$ cat src/rtl/pipe_hazard_ctrl.sv
// Stall/flush sequencer for the 5-stage pipeline: load-use bubbles, branch squashes, memory waits, watchdog.
// Optional statistics counters are built when HAZARD_STATS_EN is defined.
module pipe_hazard_ctrl #(
  parameter int ADDR_W      = 5,
  parameter int MEM_TIMEOUT = 255,
  parameter int CNT_W       = 8,
  parameter int STAT_W      = 16
) (
  input  logic              clk,
  input  logic              rst,
  input  logic              fwd_en,
  input  logic [ADDR_W-1:0] id_src1,
  input  logic [ADDR_W-1:0] id_src2,
  input  logic              id_two_src,
  input  logic [ADDR_W-1:0] exe_dest,
  input  logic              exe_mem_r_en,
  input  logic              exe_wb_en,
  input  logic              exe_br_taken,
  input  logic [ADDR_W-1:0] mem_dest,
  input  logic              mem_wb_en,
  input  logic              mem_req,
  input  logic              mem_ready,
  output logic              freeze_pc,
  output logic              freeze_if_id,
  output logic              freeze_id_exe,
  output logic              freeze_exe_mem,
  output logic              flush_if_id,
  output logic              flush_id_exe,
  output logic              mem_timeout
`ifdef HAZARD_STATS_EN
  ,
  output logic [STAT_W-1:0] stat_ld_stall,
  output logic [STAT_W-1:0] stat_br_flush,
  output logic [STAT_W-1:0] stat_mem_wait
`endif
);

  typedef enum logic [1:0] {
    RUN      = 2'd0,
    MEM_WAIT = 2'd1,
    ERR      = 2'd2
  } state_t;

  localparam logic [CNT_W-1:0] TIMEOUT_CNT = CNT_W'(MEM_TIMEOUT);

  state_t            state, state_nxt;
  logic [CNT_W-1:0]  cnt, cnt_nxt;
  logic              ld_use, raw_nofwd, hazard;

  // Register 0 is hardwired, so a match on it is never a dependency.
  function automatic logic src_match(input logic [ADDR_W-1:0] dest,
                                     input logic [ADDR_W-1:0] s1,
                                     input logic [ADDR_W-1:0] s2,
                                     input logic              two);
    return (dest != '0) && ((dest == s1) || (two && (dest == s2)));
  endfunction

  function automatic logic [CNT_W-1:0] cnt_sat_inc(input logic [CNT_W-1:0] v);
    return (&v) ? v : v + CNT_W'(1);
  endfunction

  assign ld_use    = exe_mem_r_en && src_match(exe_dest, id_src1, id_src2, id_two_src);
  assign raw_nofwd = !fwd_en &&
                     ((exe_wb_en && src_match(exe_dest, id_src1, id_src2, id_two_src)) ||
                      (mem_wb_en && src_match(mem_dest, id_src1, id_src2, id_two_src)));
  assign hazard    = ld_use || raw_nofwd;

  always_comb begin
    state_nxt      = state;
    cnt_nxt        = cnt;
    freeze_pc      = 1'b0;
    freeze_if_id   = 1'b0;
    freeze_id_exe  = 1'b0;
    freeze_exe_mem = 1'b0;
    flush_if_id    = 1'b0;
    flush_id_exe   = 1'b0;
    mem_timeout    = 1'b0;
    case (state)
      RUN: begin
        if (mem_req && !mem_ready) begin
          {freeze_pc, freeze_if_id, freeze_id_exe, freeze_exe_mem} = 4'b1111;
          state_nxt = MEM_WAIT;
          cnt_nxt   = CNT_W'(1);
        end else if (exe_br_taken) begin
          flush_if_id  = 1'b1;
          flush_id_exe = 1'b1;
        end else if (hazard) begin
          freeze_pc    = 1'b1;
          freeze_if_id = 1'b1;
          flush_id_exe = 1'b1;
        end
      end
      MEM_WAIT: begin
        // Whole pipe held; any pending branch/hazard is re-evaluated once back in RUN.
        {freeze_pc, freeze_if_id, freeze_id_exe, freeze_exe_mem} = 4'b1111;
        if (mem_ready) begin
          state_nxt = RUN;
          cnt_nxt   = '0;
        end else if (cnt == TIMEOUT_CNT) begin
          state_nxt = ERR;
        end else begin
          cnt_nxt = cnt_sat_inc(cnt);
        end
      end
      ERR: begin
        {freeze_pc, freeze_if_id, freeze_id_exe, freeze_exe_mem} = 4'b1111;
        mem_timeout = 1'b1;
      end
      default: begin
        {freeze_pc, freeze_if_id, freeze_id_exe, freeze_exe_mem} = 4'b1111;
        state_nxt = RUN;
        cnt_nxt   = '0;
      end
    endcase
    if (rst) begin
      {freeze_pc, freeze_if_id, freeze_id_exe, freeze_exe_mem} = 4'b0000;
      flush_if_id  = 1'b1;
      flush_id_exe = 1'b1;
      mem_timeout  = 1'b0;
    end
  end

  always_ff @(posedge clk) begin
    if (rst) begin
      state <= RUN;
      cnt   <= '0;
    end else begin
      state <= state_nxt;
      cnt   <= cnt_nxt;
    end
  end

`ifdef HAZARD_STATS_EN
  function automatic logic [STAT_W-1:0] stat_sat_inc(input logic [STAT_W-1:0] v);
    return (&v) ? v : v + STAT_W'(1);
  endfunction

  // A bubble is the only case that flushes ID/EXE without flushing IF/ID.
  always_ff @(posedge clk) begin
    if (rst) begin
      stat_ld_stall <= '0;
      stat_br_flush <= '0;
      stat_mem_wait <= '0;
    end else begin
      if (flush_id_exe && !flush_if_id) stat_ld_stall <= stat_sat_inc(stat_ld_stall);
      if (flush_if_id)                  stat_br_flush <= stat_sat_inc(stat_br_flush);
      if (state == MEM_WAIT)            stat_mem_wait <= stat_sat_inc(stat_mem_wait);
    end
  end
`endif

endmodule

$ cat config.mk
export PLATFORM = sky130hd
export DESIGN_NAME = pipe_hazard_ctrl
export DESIGN_NICKNAME = d
export VERILOG_FILES = /design/src/rtl/pipe_hazard_ctrl.sv
export SDC_FILE = /design/constraint.sdc
export NUM_CORES = 1
export LEC_CHECK = 0
export CAP_MARGIN = 20
export CORE_MARGIN = 2
export CORE_UTILIZATION = 35
export CTS_CLUSTER_DIAMETER = 150
export DETAILED_ROUTE_END_ITERATION = 6
export PLACE_DENSITY = 0.65
export SLEW_MARGIN = 15
export SYNTH_ARGS = -nofsm -noshare
export SYNTH_HDL_FRONTEND = slang
export SYNTH_SLANG_ARGS = --single-unit
$ cat constraint.sdc
create_clock -name clk -period 1.65 [get_ports clk]
set_clock_uncertainty 0.1 [all_clocks]
set_input_delay 0.2475 -clock clk [delete_from_list [all_inputs] [get_ports clk]]
set_output_delay 0.2475 -clock clk [all_outputs]
set_load 0.05 [all_outputs]
After elaboration in Yosys (flattened, before gate mapping):

Cells that the tools add are included.

* register bits: 10
* input bits: 30
* output and inout port bits: 7
* logic and storage cells: 63

* add/subtract/negate cells: 1
* equal/unequal tests: 11
* mux-type cells: 27
* bitwise gates (word level): 1
* reduce and logical (&&, ||, !) cells: 21

Operator list (number)
* 2-to-1 mux 8 bit: 4
* case mux 8 bit (3 select lines): 1
* equality test 5 bit: 4
* 2-to-1 mux 1 bit: 18
* nonzero test 5 bit: 2
* logical AND 1 bit: 9
* != test 3 bit, second input constant: 3
* adder 8 x 1 -> 8 bit, second input constant: 1
* equality test 8 bit, second input constant: 1
* AND reduction 8 bit: 1
* 2-to-1 mux 2 bit: 3
* case mux 2 bit (3 select lines): 1
* logical OR 1 bit: 4
* AND reduction 4 bit: 1
* AND reduction 3 bit: 1
* equality test 2 x 1 -> 1 bit, second input constant: 1
* equality test 2 bit, second input constant: 1
* zero test 1 bit: 2
* zero test 2 bit: 1
* != test 2 bit, second input constant: 1
* NOT 1 bit: 1

Longest topological paths before layout:

Gate-level depths: netlist of run 1.

* depth in word-level cells: 13
* mapped depth: 7
* depth with buffers taken out: 6

Least setup slack after synthesis of run 1:

Ideal clock, no wire load.

* path kind: input -> output
* from: input id_src2[2]
* to: output freeze_pc
* arrival time: 2.162 ns
* data required time: 1.302 ns
* path slack: -0.860 ns
* stages: 6
* path buffers: 1
* path through: xor2_1 > nor4_1 > a32oi_1 > o22a_1 > a21oi_1 > buf_4

* word-level cells in the longest chain between the ends: 13
* elaborated cells on any way between the ends: 19
* classes of those cells: 2 x eq/ne; 5 x mux; 12 x reduce/logical

Ends and longest elaborated chain
* start, declared: line 13 `input logic [ADDR_W-1:0] id_src2,`
* equality test 5 bit: line 55 `return (dest != '0) && ((dest == s1) || (two && (dest == s2)));`
* logical AND 1 bit: line 55
* logical OR 1 bit: line 55
* logical AND 1 bit: line 55
* logical AND 1 bit, on equally long branches: line 64, 65
* logical OR 1 bit: line 64 `((exe_wb_en && src_match(exe_dest, id_src1, id_src2, id_two_src)) ||`
* logical AND 1 bit: line 63 `assign raw_nofwd = !fwd_en &&`
* logical OR 1 bit *: line 66 `assign hazard = ld_use || raw_nofwd;`
* 2-to-1 mux 1 bit * (5 in series)
* end, declared: line 23 `output logic freeze_pc,`

Every way passes the cells marked *; elsewhere a longest branch is shown, timed or not.

Final worst setup path of run 1:

* from: input mem_dest[1]
* to: output freeze_if_id

* word-level cells in the longest chain between the ends: 13
* elaborated cells on any way between the ends: 15
* classes of those cells: 2 x eq/ne; 5 x mux; 8 x reduce/logical

Ends and longest elaborated chain
* start, declared: line 19 `input logic [ADDR_W-1:0] mem_dest,`
* equality test 5 bit: line 55
* logical AND 1 bit: line 55
* logical OR 1 bit: line 55
* logical AND 1 bit *: line 55
* logical AND 1 bit *: line 65 `(mem_wb_en && src_match(mem_dest, id_src1, id_src2, id_two_src)));`
* logical OR 1 bit *: line 64
* logical AND 1 bit *: line 63
* logical OR 1 bit *: line 66
* 2-to-1 mux 1 bit *: line 87 `end else if (hazard) begin`
* 2-to-1 mux 1 bit *: line 84 `end else if (exe_br_taken) begin`
* 2-to-1 mux 1 bit *: line 80 `if (mem_req && !mem_ready) begin`
* 2-to-1 mux 1 bit *: line 78 `case (state)`
* 2-to-1 mux 1 bit *: line 115 `if (rst) begin`
* end, declared: line 24 `output logic freeze_if_id,`

Marks and branches as above.

==> metrics.md, run 1 <==
| Metric | Value |
|---|---|
| Worst-margin pin slew | `436 ps` |
| R2R cell count | `7` |
| Root cell of the clock tree | `clkbuf_4` |
| Initial Utilization | `37.7%` |
| Critical Path AT | `1590 ps` |
| Area growth, synth to finish | `87.8%` |
| First-pass GRT wire length | `4.34 mm` |
| Util after Layout | `70.8%` |
| CP Depth | `7` |
| Share of cells above drive strength 1 | `47.6%` |
| Path type of the worst setup path | `in2out` |
| CTS tree | `built` |
| PortBufs | `36` |
| 1st-pass router iterations | `4` |
| Dpl ws | `-695 ps` |
| Nets | `199` |
| Pins Over Slew Limit | `0` |
| Number of synthesized flops with an enable pin | `0` |
| I/O pins | `37` |
| Design Power | `0.849 mW` |
| Max_slew headroom | `70.2%` |
| RSZ-0062 raised after global routing | `yes` |
| Die ar. | `2860 µm²` |
| Pwr per Cell Area | `527 nW/µm²` |
| WP buf/inv | `2` |
| Fmax achieved | `0.516 GHz` |
| Die X | `53.5 µm` |
| Simple-gate share of the synthesized area | `25.1%` |
| Clk pin slew, worst setup/hold paths | `70 ps` |
| CP endpoint kind | `primary output` |
| Hold buffers post-CTS | `0` |
| Yosys warns | `0` |
| Predominant post-synthesis flop cell | `dfxtp_1` |
| Die height | `53.5 µm` |
| Fill cells | `166` |
| Violated checks | `setup timing` |
| Most common cell after layout, fill and taps aside | `buf_4` |
| Placer Congestion | `0.790` |
| Xor and xnor fraction of the mapped netlist area | `25.5%` |
| Post-Synth Adder-Cell Area | `1.46%` |
| CORE AREA | `2280 µm²` |
| Post-synth ARST share | `0%` |
| Diode count | `0` |
| Initial antenna violation count | `0` |
| Proportion of synthesized area in mux cells | `0%` |
| CP Max Fanout | `3` |
| GRT Total Usage | `21.2%` |
| Min Tclk post-route | `1940 ps` |
| Largest family of logic cells by synthesized area | `XOR/XNOR gates` |
| Period utilization | `117%` |
| Max_cap viols | `0` |
| Area after DPL | `1500 µm²` |
| Largest net degree at the start of global routing | `7` |
| Most frequent cells in the layout | `25 x buf_4, 17 x xor2_1, 10 x nor2_1` |
| Vias in the first global route | `995` |
| Mapped Cells | `102` |
| Count of different cell masters after synthesis | `35` |
| Mapped Area | `858 µm²` |
| CTS sink count | `10` |
| Startpoint Class | `primary input` |
| Hold Crit Depth | `2` |
| CP top delay family | `compound AO/OA/AOI/OAI gates` |
| Deepest clock path buffer count | `2` |
| Via count | `1008` |
| # setup viols final | `4` |
| Post-route cell area | `1610 µm²` |
| Final hold viol count | `0` |
| Hold WC Path Type | `in2reg` |
| Grt total ovfl | `0` |
| FP Rows | `17` |
| Initial drt markers | `22` |
| LEAKAGE | `0.650 nW` |
| Deepest level of the CTS H-tree | `1` |
| Syn nets | `133` |
| VDD IR max | `0.000505 V` |
| DR DRC count | `0` |
| Outcome | `finished with violations` |
| Final ANT Viol Nets | `0` |
| DP HPWL | `2.04 mm` |
| Min setup slack post-route | `-287 ps` |
| Syn Area/Cell | `8.41 µm²` |
| Cell Chain, Critical Path | `buf_8 > xor2_1 > nor4_2 > a32oi_1 > o22a_2 > a21oi_4 > buf_12` |
| Avg Vias per Cell | `5.20` |
| Drt total wl | `2.74 mm` |
| Clk_lat worst skew | `270 ps` |
| CTS Buf Count | `3` |
| Routed len/inst | `14.1 µm` |
| #FFs+latches synth | `10` |
| Compound-Gate Fraction of Synth Area | `19.8%` |
| CP required | `1300 ps` |
| Slowest-stage cell, CP | `o22a_2` |
| Worst path max stage delay | `300 ps` |
| Sequential area share after synthesis | `23.3%` |
[through the flow]
step / hold slack (ps) / instances / TNS (ps)
after detailed placement: 410 / 186 / -4330
after global placement: 395 / 186 / -3860
after CTS: 300 / 192 / -957
after global routing: 322 / 194 / -1190
final: 288 / 194 / -865
after floorplan: 217 / 102 / -513
[metal layers]
metal	track usage, %	vias to the layer above	wire length [µm]
li1	-	498	-
met1	25.0	468	1120
met2	35.6	38	1390
met3	6.78	4	204
met4	7.69	0	22
met5	0	-	0
[cell type report]
cell class / count / area [µm²] / area share (%)
Sequential cell: 10 / 205 / 12.7
Clock buffer: 3 / 22.5 / 1.40
Inverter: 1 / 3.75 / 0.233
Tap cell: 28 / 35.0 / 2.17
Timing Repair Buffer: 65 / 611 / 37.9
Multi-Input combinational cell: 87 / 734 / 45.6
[state kept, by name (all words and copies together) (netlist names)]
name / cells
cnt: 8
state: 2
[power breakdown]
part	switching, mW	total (mW)	internal [mW]
clock	0.0909	0.175	0.0844
combinational	0.199	0.419	0.220
sequential	0.00605	0.254	0.248
[path summary, 6_finish.rpt]
| path | end | startpoint | slack, ps |
|---|---|---|---|
| worst min register to register | cnt[4] | cnt[4] | 430 |
| worst max-delay path | freeze_if_id | mem_dest[1] | -290 |
| worst min-delay path | state[0] | mem_ready | 290 |
| worst max register to register | cnt[7] | state[0] | 10 |
[kinds of logic (layout without fill, tap and decap cells)]
family / after synthesis / count (layout)
and+or+nand+nor: 38 / 38
xor gates and xnor gates: 25 / 25
AOI/OAI and AO/OA: 23 / 23
DFF: 10 / 10
buffers and inverters: 5 / 69
adders and majority gates: 1 / 1
[Yosys cell counts, drive strengths merged, types with 2 or more instances]
| master | instances | area share (%) |
|---|---|---|
| nor2b | 3 | 2.2 |
| nand2 | 2 | 0.87 |
| o21ai | 4 | 2.8 |
| xnor2 | 7 | 7.1 |
| xor2 | 18 | 18 |
| or4 | 2 | 1.7 |
| buf | 4 | 4.4 |
| dfxtp | 10 | 23 |
| nand4 | 2 | 1.5 |
| a32oi | 2 | 2.0 |
| nand4b | 2 | 2.0 |
| nor4 | 2 | 1.5 |
| nor3 | 3 | 1.7 |
| nor2 | 11 | 4.8 |
| a211oi | 2 | 1.7 |
| nand2b | 2 | 2.3 |
| a21oi | 8 | 6.4 |
| nand3 | 5 | 2.9 |
[timing repair]
| item | 4_1_cts | 5_1_grt |
|---|---|---|
| setup buffers | 3 | 2 |
| gates resized for setup | 76 | 29 |
| endpoints found under the setup margin | 7 | 9 |
| pin swaps | 16 | 27 |
Note: power is estimated with default switching activity, not from simulation.
==> run 2, diff against run 1 <==
- CAP_MARGIN: 20 -> default
==> results of run 2 <==
Same layout as run 1: the final DEF is identical, and so are final timing and power.
==> run 3, diff against run 2 <==
- CORE_UTILIZATION: 35 -> 41
- PLACE_DENSITY: 0.65 -> 0.75
==> metrics.md, run 3 (synthesis gave the netlist of run 1 again) <==
| Metric | Value |
|---|---|
| Outcome | `finished with violations` |
| Violated checks | `setup timing` |
| CP required | `1300 ps (about the same)` |
| Deepest level of the CTS H-tree | `1 (unchanged)` |
| Placed Cells incl. Taps | `184 (-1.1%)` |
| Area growth, synth to finish | `82.7%` |
| # setup viols final | `4 (unchanged)` |
| Hold WC Path Type | `in2reg` |
| Initial antenna violation count | `0 (unchanged)` |
| Top flop regs | `cnt: 8 flops, state: 2 flops` |
| Routed len/inst | `14.4 µm (+2.2%)` |
| Die X | `49.8 µm (-7.0%)` |
| CP Max Fanout | `3 (unchanged)` |
| 1st-pass router iterations | `4 (unchanged)` |
| Grt total ovfl | `0 (unchanged)` |
| VDD IR max | `0.000401 V (-21%)` |
| Design Power | `0.813 mW (-4.3%)` |
| Most flops, register | `cnt` |
| Die height | `49.8 µm (-7.0%)` |
| Avg Vias per Cell | `5.23 (+0.71%)` |
| CTS sink count | `10 (unchanged)` |
| Nets | `195 (-2.0%)` |
| Die ar. | `2480 µm² (-14%)` |
| Max_cap viols | `0 (unchanged)` |
| Path type of the worst setup path | `in2out` |
| Uppermost layer routed | `met4` |
| RSZ-0062 raised after global routing | `yes` |
| CORE AREA | `1960 µm² (-14%)` |
| Hold Startpoint | `rst` |
| Max reg flops | `8 (unchanged)` |
| Clk pin slew, worst setup/hold paths | `60 ps (about the same)` |
| Fill cells | `134 (-19%)` |
| Deepest clock path buffer count | `2 (unchanged)` |
| Met2 routed WL | `1.45 mm (+4.3%)` |
| Critical Path AT | `1620 ps (+30 ps)` |
| Initial Utilization | `43.7% (+6.0 points)` |
| Vias in the first global route | `1054 (+5.9%)` |
| Met1 WL | `1.10 mm (-1.9%)` |
| Clk_lat worst skew | `260 ps (about the same)` |
| Startpoint Class | `primary input` |
| I/O pins | `37 (unchanged)` |
| Cell Count, Final, Fillers Out | `189 (-2.6%)` |
| Share of cells above drive strength 1 | `46.9% (-0.68 points)` |
| Via count | `989 (-1.9%)` |
| R2R Path Start | `state[0]` |
| Drt total wl | `2.72 mm (-0.40%)` |
| Initial drt markers | `9 (-59%)` |
| Placer Congestion | `0.855 (+8.2%)` |
| Most common cell after layout, fill and taps aside | `buf_4` |
| CTS tree | `built` |
| PortBufs | `36 (unchanged)` |
| DP HPWL | `2.10 mm (+3.1%)` |
| Min setup slack post-route | `-316 ps (-29.5 ps)` |
| WL met3 | `144 µm (-29%)` |
| Final hold viol count | `0 (unchanged)` |
| CP endpoint kind | `primary output` |
| Min Tclk post-route | `1970 ps (+29.5 ps)` |
| Diode count | `0 (unchanged)` |
| LEAKAGE | `0.639 nW (-1.7%)` |
| Max_slew headroom | `79.8% (+9.6 points)` |
| GRT Total Usage | `24.5% (+3.3 points)` |
| First-pass GRT wire length | `4.64 mm (+7.0%)` |
| Hold buffers post-CTS | `0 (unchanged)` |
| Pins Over Slew Limit | `0 (unchanged)` |
| Period utilization | `119% (+1.8 points)` |
| Root cell of the clock tree | `clkbuf_4` |
| FP Rows | `16 (-1)` |
| Worst hold slack | `300 ps (+12.4 ps)` |
| Pwr per Cell Area | `518 nW/µm² (-1.6%)` |
| Final ANT Viol Nets | `0 (unchanged)` |
| Crit path from | `exe_dest[4]` |
| Most frequent cells in the layout | `22 x buf_4, 15 x xor2_1, 11 x buf_6` |
| DR DRC count | `0 (unchanged)` |
| Worst-margin pin slew | `296 ps (-140 ps)` |
| Fmax achieved | `0.509 GHz (-1.5%)` |
| Largest net degree at the start of global routing | `10 (+3)` |
| CTS Buf Count | `3 (unchanged)` |
-- run 3: routing by layer --
| layer | GRT usage (%) | up-vias |
|---|---|---|
| met1 | 26.3 | 462 |
| met4 | 2.78 | 0 |
| met2 | 48.0 | 34 |
| met5 | 0 | - |
| li1 | - | 489 |
| met3 | 6.97 | 4 |
-- run 3: final cells by class --
class	instances	area (µm²)	share of cell area, %
clock buffers	3	22.5	1.44
multi-input cells	87	733	46.8
well taps	27	33.8	2.15
flip-flops and latches	10	203	12.9
repair buffers	61	572	36.5
inverters	1	3.75	0.239
-- run 3: what timing repair did --
action                                  in CTS  in global routing
endpoints found under the hold margin        0                  0
gates cloned                                 0                  0
gates resized for setup                     88                 11
endpoints found under the setup margin      12                 11
pin swaps                                   18                  8
setup buffers                                2                  0
-- run 3: path summary, 6_finish.rpt --
path / end / slack, ps / cells after the start
setup reg to reg: cnt[3] / 150 / 6
hold / removal: cnt[0] / 300 / 3
hold reg to reg: cnt[4] / 420 / 1
setup / recovery: freeze_pc / -320 / 8
-- run 3: through the flow --
| step | util (%) | cell area, µm² | setup TNS, ps | setup slack [ps] |
|---|---|---|---|---|
| global route | 79.9 | 1570 | -1050 | -353 |
| finish | 79.9 | 1570 | -870 | -316 |
| floorplan | - | 905 | -513 | -308 |
| global placement | 75.2 | 1480 | -4450 | -712 |
| detailed placement | 75.2 | 1480 | -4720 | -735 |
| CTS | 78.4 | 1540 | -818 | -305 |
-- run 3: where the power goes --
part | internal [mW] | switching, mW
registers | 0.249 | 0.00768
clock network | 0.0838 | 0.0742
logic | 0.203 | 0.195
-- run 3: critical path, stage by stage --
cell and delay [ps]:
buf_6 100, buf_4 120, xor2_1 150, nor3_1 240, a32oi_1 120, o22a_2 260
a21oi_4 210, buf_12 170
